## config.mk

```make
export PLATFORM = sky130hd
export DESIGN_NAME = controle_vedacao
export DESIGN_NICKNAME = d
export VERILOG_FILES = /design/src/rtl/controle_vedacao.sv
export SDC_FILE = /design/constraint.sdc
export NUM_CORES = 1
export LEC_CHECK = 0
export CAP_MARGIN = 20
export CORE_ASPECT_RATIO = 0.9
export CORE_MARGIN = 10
export CORE_UTILIZATION = 51
export DETAILED_ROUTE_END_ITERATION = 10
export GPL_TIMING_DRIVEN = 1
export HOLD_SLACK_MARGIN = 0.02
export PLACE_DENSITY = 0.76
export SLEW_MARGIN = 20
export SYNTH_ARGS = -nofsm -noshare
export SYNTH_HDL_FRONTEND = slang
export SYNTH_SLANG_ARGS = --single-unit
```

## constraint.sdc

```tcl
create_clock -name clk -period 2.2 [get_ports clk]
set_clock_uncertainty 0.1 [all_clocks]
set_input_delay 0.33 -clock clk [delete_from_list [all_inputs] [get_ports clk]]
set_output_delay 0.33 -clock clk [all_outputs]
set_load 0.01 [all_outputs]
```

## src/rtl/controle_vedacao.sv

```systemverilog
// -----------------------------------------------------------------------------
// controle_vedacao
//
// Sequencer for the bottle-sealing station. It runs the conveyor until a bottle
// sits under the sealer. It waits for the bottle to settle, then checks cork
// availability and fires the sealing actuator. Next it releases the bottle,
// and it returns to the conveyor or stops. Each completed seal produces one
// single-cycle `decrementar` pulse for the external cork counter, and bumps a
// saturating count of sealed bottles.
//
// Ports:
//   clk                50 MHz system clock
//   reset              asynchronous, active-low reset
//   start              start/restart request (rising edge only)
//   parar              stop request (level)
//   sensor_garrafa     bottle present under the sealer
//   contador_valor     current cork count (0-99)
//   dispensador_ativo  cork dispenser refilling
//   motor_esteira      conveyor motor on
//   atuador_vedacao    sealing actuator on
//   decrementar        one-cycle pulse per completed seal
//   falta_rolha        waiting because the cork count is zero
//   erro_esteira       conveyor timeout flag
//   estado_atual       current state encoding
//   garrafas_vedadas   sealed bottle count, saturating at MAX_GARRAFAS
// -----------------------------------------------------------------------------
module controle_vedacao #(
    parameter logic [25:0] TEMPO_ESTABILIZA = 26'd500000,
    parameter logic [25:0] TEMPO_VEDACAO    = 26'd25000000,
    parameter logic [25:0] TIMEOUT_ESTEIRA  = 26'd50000000,
    parameter logic [6:0]  MAX_GARRAFAS     = 7'd99
) (
    input  logic       clk,
    input  logic       reset,
    input  logic       start,
    input  logic       parar,
    input  logic       sensor_garrafa,
    input  logic [6:0] contador_valor,
    input  logic       dispensador_ativo,
    output logic       motor_esteira,
    output logic       atuador_vedacao,
    output logic       decrementar,
    output logic       falta_rolha,
    output logic       erro_esteira,
    output logic [2:0] estado_atual,
    output logic [6:0] garrafas_vedadas
);

    localparam logic [2:0] PARADO     = 3'd0;
    localparam logic [2:0] ESTEIRA    = 3'd1;
    localparam logic [2:0] ESTABILIZA = 3'd2;
    localparam logic [2:0] VEDANDO    = 3'd3;
    localparam logic [2:0] LIBERANDO  = 3'd4;
    localparam logic [2:0] SEM_ROLHA  = 3'd5;
    localparam logic [2:0] ERRO       = 3'd6;

    logic [2:0]  state_q, state_d;
    logic [25:0] timer_q, timer_d;
    logic        pedido_parada_q, pedido_parada_d;
    logic        start_prev_q;
    logic [6:0]  garrafas_q, garrafas_d;
    logic        motor_q, motor_d;
    logic        atuador_q, atuador_d;
    logic        decrementar_q, decrementar_d;
    logic        falta_q, falta_d;
    logic        erro_q, erro_d;

    logic        start_rise;
    logic        conta_timer;
    logic        fim_vedacao;
    logic        sem_rolha_cond;

    assign start_rise     = start & ~start_prev_q;
    assign sem_rolha_cond = (contador_valor == 7'd0) | dispensador_ativo;

    always_comb begin
        // NOTE: every signal gets a default before the case so no path leaves
        // it unassigned; otherwise synthesis infers a latch.
        state_d         = state_q;
        pedido_parada_d = pedido_parada_q;

        case (state_q)
            PARADO: begin
                if (start_rise && !parar) begin
                    state_d         = ESTEIRA;
                    pedido_parada_d = 1'b0;
                end
            end
            ESTEIRA: begin
                if (parar)                                   state_d = PARADO;
                else if (sensor_garrafa)                     state_d = ESTABILIZA;
                else if (timer_q == TIMEOUT_ESTEIRA - 26'd1) state_d = ERRO;
            end
            ESTABILIZA: begin
                if (parar)                 state_d = PARADO;
                else if (!sensor_garrafa)  state_d = ESTEIRA;
                else if (timer_q == TEMPO_ESTABILIZA - 26'd1)
                    state_d = sem_rolha_cond ? SEM_ROLHA : VEDANDO;
            end
            SEM_ROLHA: begin
                if (parar)                state_d = PARADO;
                else if (!sem_rolha_cond) state_d = VEDANDO;
            end
            VEDANDO: begin
                // A stop request is remembered; the seal always completes.
                if (parar) pedido_parada_d = 1'b1;
                if (timer_q == TEMPO_VEDACAO - 26'd1) state_d = LIBERANDO;
            end
            LIBERANDO: begin
                if (parar) pedido_parada_d = 1'b1;
                if (!sensor_garrafa)
                    state_d = pedido_parada_q ? PARADO : ESTEIRA;
                else if (timer_q == TIMEOUT_ESTEIRA - 26'd1)
                    state_d = ERRO;
            end
            ERRO: begin
                if (parar) state_d = PARADO;
                else if (start_rise) begin
                    state_d         = ESTEIRA;
                    pedido_parada_d = 1'b0;
                end
            end
            default: state_d = PARADO;   // illegal encoding 7 recovers
        endcase

        // The timer restarts at zero on every state change and only runs in
        // the states that have a time limit.
        conta_timer = (state_d == state_q) &&
                      ((state_q == ESTEIRA) || (state_q == ESTABILIZA) ||
                       (state_q == VEDANDO) || (state_q == LIBERANDO));
        timer_d = conta_timer ? timer_q + 26'd1 : 26'd0;

        fim_vedacao   = (state_q == VEDANDO) && (state_d == LIBERANDO);
        decrementar_d = fim_vedacao;
        garrafas_d    = (fim_vedacao && (garrafas_q != MAX_GARRAFAS))
                        ? garrafas_q + 7'd1 : garrafas_q;

        // Outputs are decoded from the next state so the registered value
        // lines up with estado_atual in the same cycle.
        motor_d   = (state_d == ESTEIRA) || (state_d == LIBERANDO);
        atuador_d = (state_d == VEDANDO);
        falta_d   = (state_d == SEM_ROLHA) && (contador_valor == 7'd0);
        erro_d    = (state_d == ERRO);
    end

    // NOTE: sequential state uses non-blocking assignments so every flop
    // samples the values from before the edge, independent of statement order.
    always_ff @(posedge clk or negedge reset) begin
        if (!reset) begin
            state_q         <= PARADO;
            timer_q         <= 26'd0;
            pedido_parada_q <= 1'b0;
            start_prev_q    <= 1'b0;
            garrafas_q      <= 7'd0;
            motor_q         <= 1'b0;
            atuador_q       <= 1'b0;
            decrementar_q   <= 1'b0;
            falta_q         <= 1'b0;
            erro_q          <= 1'b0;
        end else begin
            state_q         <= state_d;
            timer_q         <= timer_d;
            pedido_parada_q <= pedido_parada_d;
            start_prev_q    <= start;
            garrafas_q      <= garrafas_d;
            motor_q         <= motor_d;
            atuador_q       <= atuador_d;
            decrementar_q   <= decrementar_d;
            falta_q         <= falta_d;
            erro_q          <= erro_d;
        end
    end

    assign motor_esteira    = motor_q;
    assign atuador_vedacao  = atuador_q;
    assign decrementar      = decrementar_q;
    assign falta_rolha      = falta_q;
    assign erro_esteira     = erro_q;
    assign estado_atual     = state_q;
    assign garrafas_vedadas = garrafas_q;

endmodule

```

==> results of run 1 <==
flip-flops by register name (all words and copies together), names as in the netlist:
name / count
atuador_vedacao: 1
decrementar: 1
erro_esteira: 1
estado_atual: 3
falta_rolha: 1
garrafas_vedadas: 7
motor_esteira: 1
pedido_parada_q: 1
start_prev_q: 1
timer_q: 26
cell families after synthesis:
logic type,after synthesis
adder cells (fa/ha/maj),2
AND/OR/NAND/NOR,127
AO/OA/AOI/OAI,21
flip-flops,43
XOR/XNOR,31
buffers and inverters,13
multiplexers,1
synth_stat cells (3+ instances only):
master	count
nand2b_1	6
inv_1	6
xor2_1	14
o21ai_0	3
nor4_1	6
nand4_1	8
nand2_1	16
xnor2_1	17
nand3_1	10
nor2_2	3
and2_1	6
dfrtp_1	43
and4_1	4
nor2_4	17
nor2b_1	5
a21oi_1	5
nor2_1	20
and3_1	6
nor3_1	7
final timing paths:
kind	slack, ps	to	start	depth (start not counted)
min in group asynchronous	510	garrafas_vedadas[4]	reset	2
max in group asynchronous	860	timer_q[24]	reset	3
setup reg to reg	-210	timer_q[5]	timer_q[12]	8
setup / recovery	-230	timer_q[5]	contador_valor[2]	9
hold reg to reg	410	garrafas_vedadas[6]	garrafas_vedadas[6]	1
hold / removal	390	start_prev_q	start	1
worst max-delay path: cells and delay by family:
family / cells / cell delay [ps]
AOI/OAI and AO/OA: 4 / 850
buffers and inverters: 2 / 650
and+or+nand+nor: 3 / 700
where the power goes:
| group | switching (µW) | total (µW) | internal, µW |
|---|---|---|---|
| Combinational | 125 | 238 | 113 |
| Clock | 272 | 639 | 367 |
| Sequential | 8.72 | 811 | 802 |
timing repair:
item	in CTS	in global routing
pin swaps	13	6
setup buffers	4	0
hold buffers	1	0
setup endpoints to repair	35	38
gates resized for setup	22	17
hold endpoints to repair	32	0
gates cloned	1	0
area by class of cell:
type                       count  area [µm²]
timing repair buffer          90       794.5
tap                           65       81.33
clock buffer                   6       82.58
fill                         315        1219
clock inverter                 2       35.03
multi-input combinational    182        1459
sequential                    43        1077
inverter                       7       26.28
through the flow:
stage | std cells | setup TNS (ps) | total power (µW)
finish | 395 | -6047 | 1688
global route | 395 | -9803 | 1756
CTS | 395 | -3320 | 1682
detailed placement | 381 | -13720 | 1020
global placement | 381 | -12110 | 1016
floorplan | 238 | -1273 | 941.8
per-layer routing:
metal  part of all wire (%)  vias to the layer above  global-route usage (%)  routed length (µm)
met3                    5.6                       18                   4.062                 352
met2                     52                       73                   27.94                3226
met1                     40                     1000                   18.46                2526
li1                       -                     1015                       -                   -
met4                    2.4                        0                   5.241                 153
met5                      0                        -                       0                   0
==> reports/summary.txt, run 1 <==
Antenna Cells = 0
Congestion Overflow GR = 0
Post-synthesis mux area share = 0.4529%
TritonCTS clock tree = built
Status = complete, but fails checks
Nets = 344
Fin crit share = 110.5%
Initial core utilization = 52.07%
Area growth, synth to finish = 43.03%
Most common cell after layout, fill and taps aside = buf_4
Yosys cell types = 50
Crit-path slowest cell = clkdlybuf4s50_1
Drt first pass iters = 4
Maxcap violations = 0
Port buffer count = 27
Drt via density = 5.332
Dpl ws = -502.1 ps
Antenna violations before repair = 0
Initial DRC count = 101
Ys async rst share = 100.0%
Post-layout util = 74.48%
Layout cells sized above 1 = 37.88%
Peak VDD IR = 0.3357 mV
Final setup viols = 33
Simple-Gate Fraction of Synth Area = 33.27%
Yosys top cell area share = 43.28%
Worst hold slack = 386.4 ps
Reg clk slew, reported paths = 80 ps
Post-Synth XOR/XNOR Area = 10.92%
RSZ-0062 raised after global routing = true
CTS Buf Count = 5
Worst Hold Class = in -> reg
Total Routing Usage GR = 15.91%
CP arrival = 2520 ps
Number of flops mapped to enable cells by yosys = 0
DRC = 0
Core area = 4775 µm²
CP Launch Type = input port
WL/cell = 15.84 µm
ANT nets after route = 0
Largest net degree at the start of global routing = 34
CTS root buf = clkbuf_8
Final hold vios = 0
Critical setup path kind = in -> reg
CTS max path bufs = 2
Leading cell types in the layout, fill and taps excluded = 56 x buf_4, 42 x dfrtp_1, 25 x clkdlybuf4s50_1
Synth Area in Adders = 1.007%
Worst-path cell chain = clkdlybuf4s50_1 > nor4_4 > a21oi_2 > nor3_2 > o211ai_2 > a311oi_1 > a21o_2 > buf_8 > nor2_2
Most used DFF post-synth = dfrtp_1
Post-synth top area cell = dfrtp_1
Clock latency on the worst-skew pair = 290 ps
Failing checks = setup timing
FP Rows = 24
Finished Cell Area = 3556 µm²
Worst EP required = 2290 ps
Compound-Gate Fraction of Synth Area = 6.995%
PD cells = 474.7 nW/µm²
Setup slack after layout = -232.0 ps
CTS H-tree lvls = 2
Die W = 93.60 µm
Die Y = 86.24 µm
Placed cell area = 3202 µm²
Leakage power = 0.001488 µW
CP endpoint kind = flop
Post-synthesis cell area = 2486 µm²
Vias = 2106
Worst-margin pin slew = 721.5 ps
Max FO, Critical Path = 7
Sequential area share after synthesis = 43.28%
Synth top area cells = dfrtp_1 43%, nor2_4 7.7%, xnor2_1 6.0%
Mean Syn Cell Area = 10.45 µm²
Yosys warns = 0
Die area = 8071 µm²
Dpl hpwl = 4.311 mm
# IOs = 28
Vias in the first global route = 2221
Largest family of logic cells by synthesized area = simple AND/OR/NAND/NOR gates
First-pass GRT wire length = 10.47 mm
Synth Instances = 238
Max-slew violations = 0
Maximum clock frequency = 0.4112 GHz
Max incr delay on CP = 450 ps
CTS Sinks = 43
Min cycle time layout = 2432 ps
Worst slew margin = 51.90%
Post-Route WL = 6.258 mm
Yosys reg bits = 43
GPL Wtd Cong = 0.9078
Mapped Nets = 253
Note: power is estimated with default switching activity, not from simulation.
==> run 2: changes to the inputs <==
Settings changed: ABC_CLOCK_PERIOD_IN_PS set to 2200, PLACE_DENSITY 0.76 to 0.73.
==> run 2 against run 1 <==
Against the previous run:
- the flow still finishes with violations (setup timing)
- critical path depth decreased by 1
- sequential share of layout area decreased by 1.2 points
- flip-flop and latch count unchanged
- largest power group unchanged
==> reports/summary.txt, run 2 (synthesis results as in run 1) <==
Initial core utilization = 52.07% (unchanged)
Reg2Reg Setup Slack = -250 ps (-40 ps)
# IOs = 28 (unchanged)
CTS H-tree lvls = 2 (unchanged)
Antenna Cells = 0 (unchanged)
Placed cell count = 377 (-1.0%)
Maximum clock frequency = 0.4088 GHz (-0.57%)
Hold endpoint = start_prev_q
Total Routing Usage GR = 15.11% (-0.80 points)
Initial DRC count = 122 (+21%)
Max FO, Critical Path = 6 (-1)
Setup slack after layout = -246.0 ps (-13.99 ps)
Die W = 93.60 µm (unchanged)
Die Y = 86.24 µm (unchanged)
TritonCTS clock tree = built
Die area = 8071 µm² (unchanged)
Core area = 4775 µm² (unchanged)
Maxcap violations = 0 (unchanged)
Most common cell after layout, fill and taps aside = buf_4
RSZ-0062 raised after global routing = true
Port buffer count = 27 (unchanged)
Nets = 350 (+1.7%)
CTS max path bufs = 2 (unchanged)
Layout Cells excl Fill = 401 (+1.5%)
Peak VDD IR = 0.3250 mV (-3.2%)
Area growth, synth to finish = 48.62%
Clock latency on the worst-skew pair = 310 ps (+20 ps)
Final hold vios = 0 (unchanged)
Reg2reg end = timer_q[7]
Layout cells sized above 1 = 40.48% (+2.6 points)
Largest net degree at the start of global routing = 44 (+29%)
GPL Wtd Cong = 0.9328 (+2.8%)
DRC = 0 (unchanged)
Post-layout util = 77.38% (+2.9 points)
Vias = 2221 (+5.5%)
PD cells = 429.9 nW/µm² (-9.4%)
Critical setup path kind = reg -> reg
Leakage power = 0.001560 µW (+4.8%)
Post-Route WL = 6.981 mm (+12%)
Max-slew violations = 0 (unchanged)
CP endpoint kind = flop
Drt via density = 5.539 (+3.9%)
Status = complete, but fails checks
Vias in the first global route = 2144 (-3.5%)
Top reg by flops = timer_q
Failing checks = setup timing
Worst Hold Class = in -> reg
Worst EP required = 2300 ps (about the same)
First-pass GRT wire length = 10.09 mm (-3.7%)
Worst hold path startpoint = start
Final setup viols = 35 (+6.1%)
Pwr Total = 1588 µW (-5.9%)
Reg clk slew, reported paths = 100 ps (+20 ps)
Worst hold slack = 363.1 ps (-23.30 ps)
Fillers = 287 (-8.9%)
CP arrival = 2540 ps (+20 ps)
WL/cell = 17.41 µm (+9.9%)
CTS root buf = clkbuf_8
Leading cell types in the layout, fill and taps excluded = 59 x buf_4, 43 x dfrtp_1, 26 x clkdlybuf4s50_1
CP Launch Type = flop
Dpl hpwl = 4.283 mm (-0.65%)
CTS Buf Count = 5 (unchanged)
Number of flip-flops in the largest register = 26 (unchanged)
Drt first pass iters = 4 (unchanged)
Congestion Overflow GR = 0 (unchanged)
FP Rows = 24 (unchanged)
Min cycle time layout = 2446 ps (+13.99 ps)
CTS Sinks = 43 (unchanged)
Worst slew margin = 63.12% (+11 points)
Hold Crit Depth = 1 (unchanged)
Antenna violations before repair = 0 (unchanged)
Worst R2R Path Depth = 8 (unchanged)
TNS Setup = -6533 ps (-485.7 ps)
FF-to-FF Start = timer_q[19]
Worst-margin pin slew = 553.2 ps (-168.3 ps)
ANT nets after route = 0 (unchanged)
Fin crit share = 111.2% (+0.64 points)
-- run 2: repair_timing --
action	CTS	global route
endpoints found under the hold margin	10	0
gates resized for setup	14	40
hold buffers	1	0
setup buffers	6	9
setup endpoints to repair	36	38
gates cloned	0	1
pin swaps	11	18
-- run 2: final cells by class --
| class | instances | area, µm² | share of cell area [%] |
|---|---|---|---|
| flip-flops and latches | 43 | 1076 | 29.12 |
| clock buffers | 5 | 68.82 | 1.863 |
| repair buffers | 96 | 863.3 | 23.37 |
| inverters | 7 | 26.28 | 0.7111 |
| multi-input cells | 182 | 1555 | 42.09 |
| clock inverters | 3 | 23.77 | 0.6434 |
| well taps | 65 | 81.33 | 2.201 |
-- run 2: worst max-delay path by stage --
stage / end / slack [ps] / startpoint
3_5_place_dp: timer_q[11] / -490 / contador_valor[2]
3_3_place_gp: timer_q[24] / -420 / contador_valor[2]
2_1_floorplan: timer_q[7] / -70 / estado_atual[0]
6_report: timer_q[7] / -250 / timer_q[19]
4_1_cts: timer_q[11] / -160 / timer_q[17]
5_1_grt: timer_q[5] / -300 / timer_q[7]
-- run 2: worst max-delay path, stage by stage, from the launching register on --
cell and delay (ps):
dfrtp_1 430, nor4_1 430, nand4_1 290, nor3_4 260
o211ai_4 120, a311oi_2 250, a21o_4 210, clkbuf_16 200
nor2_4 30
-- run 2: routing by layer --
layer / vias to the layer above / track usage (%) / wire [µm]
met1: 1085 / 19.33 / 2711
li1: 1026 / - / -
met2: 89 / 25.16 / 3648
met5: - / 0 / 0
met4: 0 / 3.724 / 219
met3: 21 / 3.544 / 401
-- run 2: power by group --
group          switching (µW)  internal (µW)
clock network             310            227
registers                11.3            802
logic                     126            111
total                     448           1140
-- run 2: per-stage QoR --
stage | cell area, µm² | setup WS (ps)
2_1_floorplan | 2492 | -66.41
3_3_place_gp | 3172 | -416.5
3_5_place_dp | 3172 | -488.8
4_1_cts | 3383 | -164.2
5_1_grt | 3695 | -298.5
6_report | 3695 | -246.0
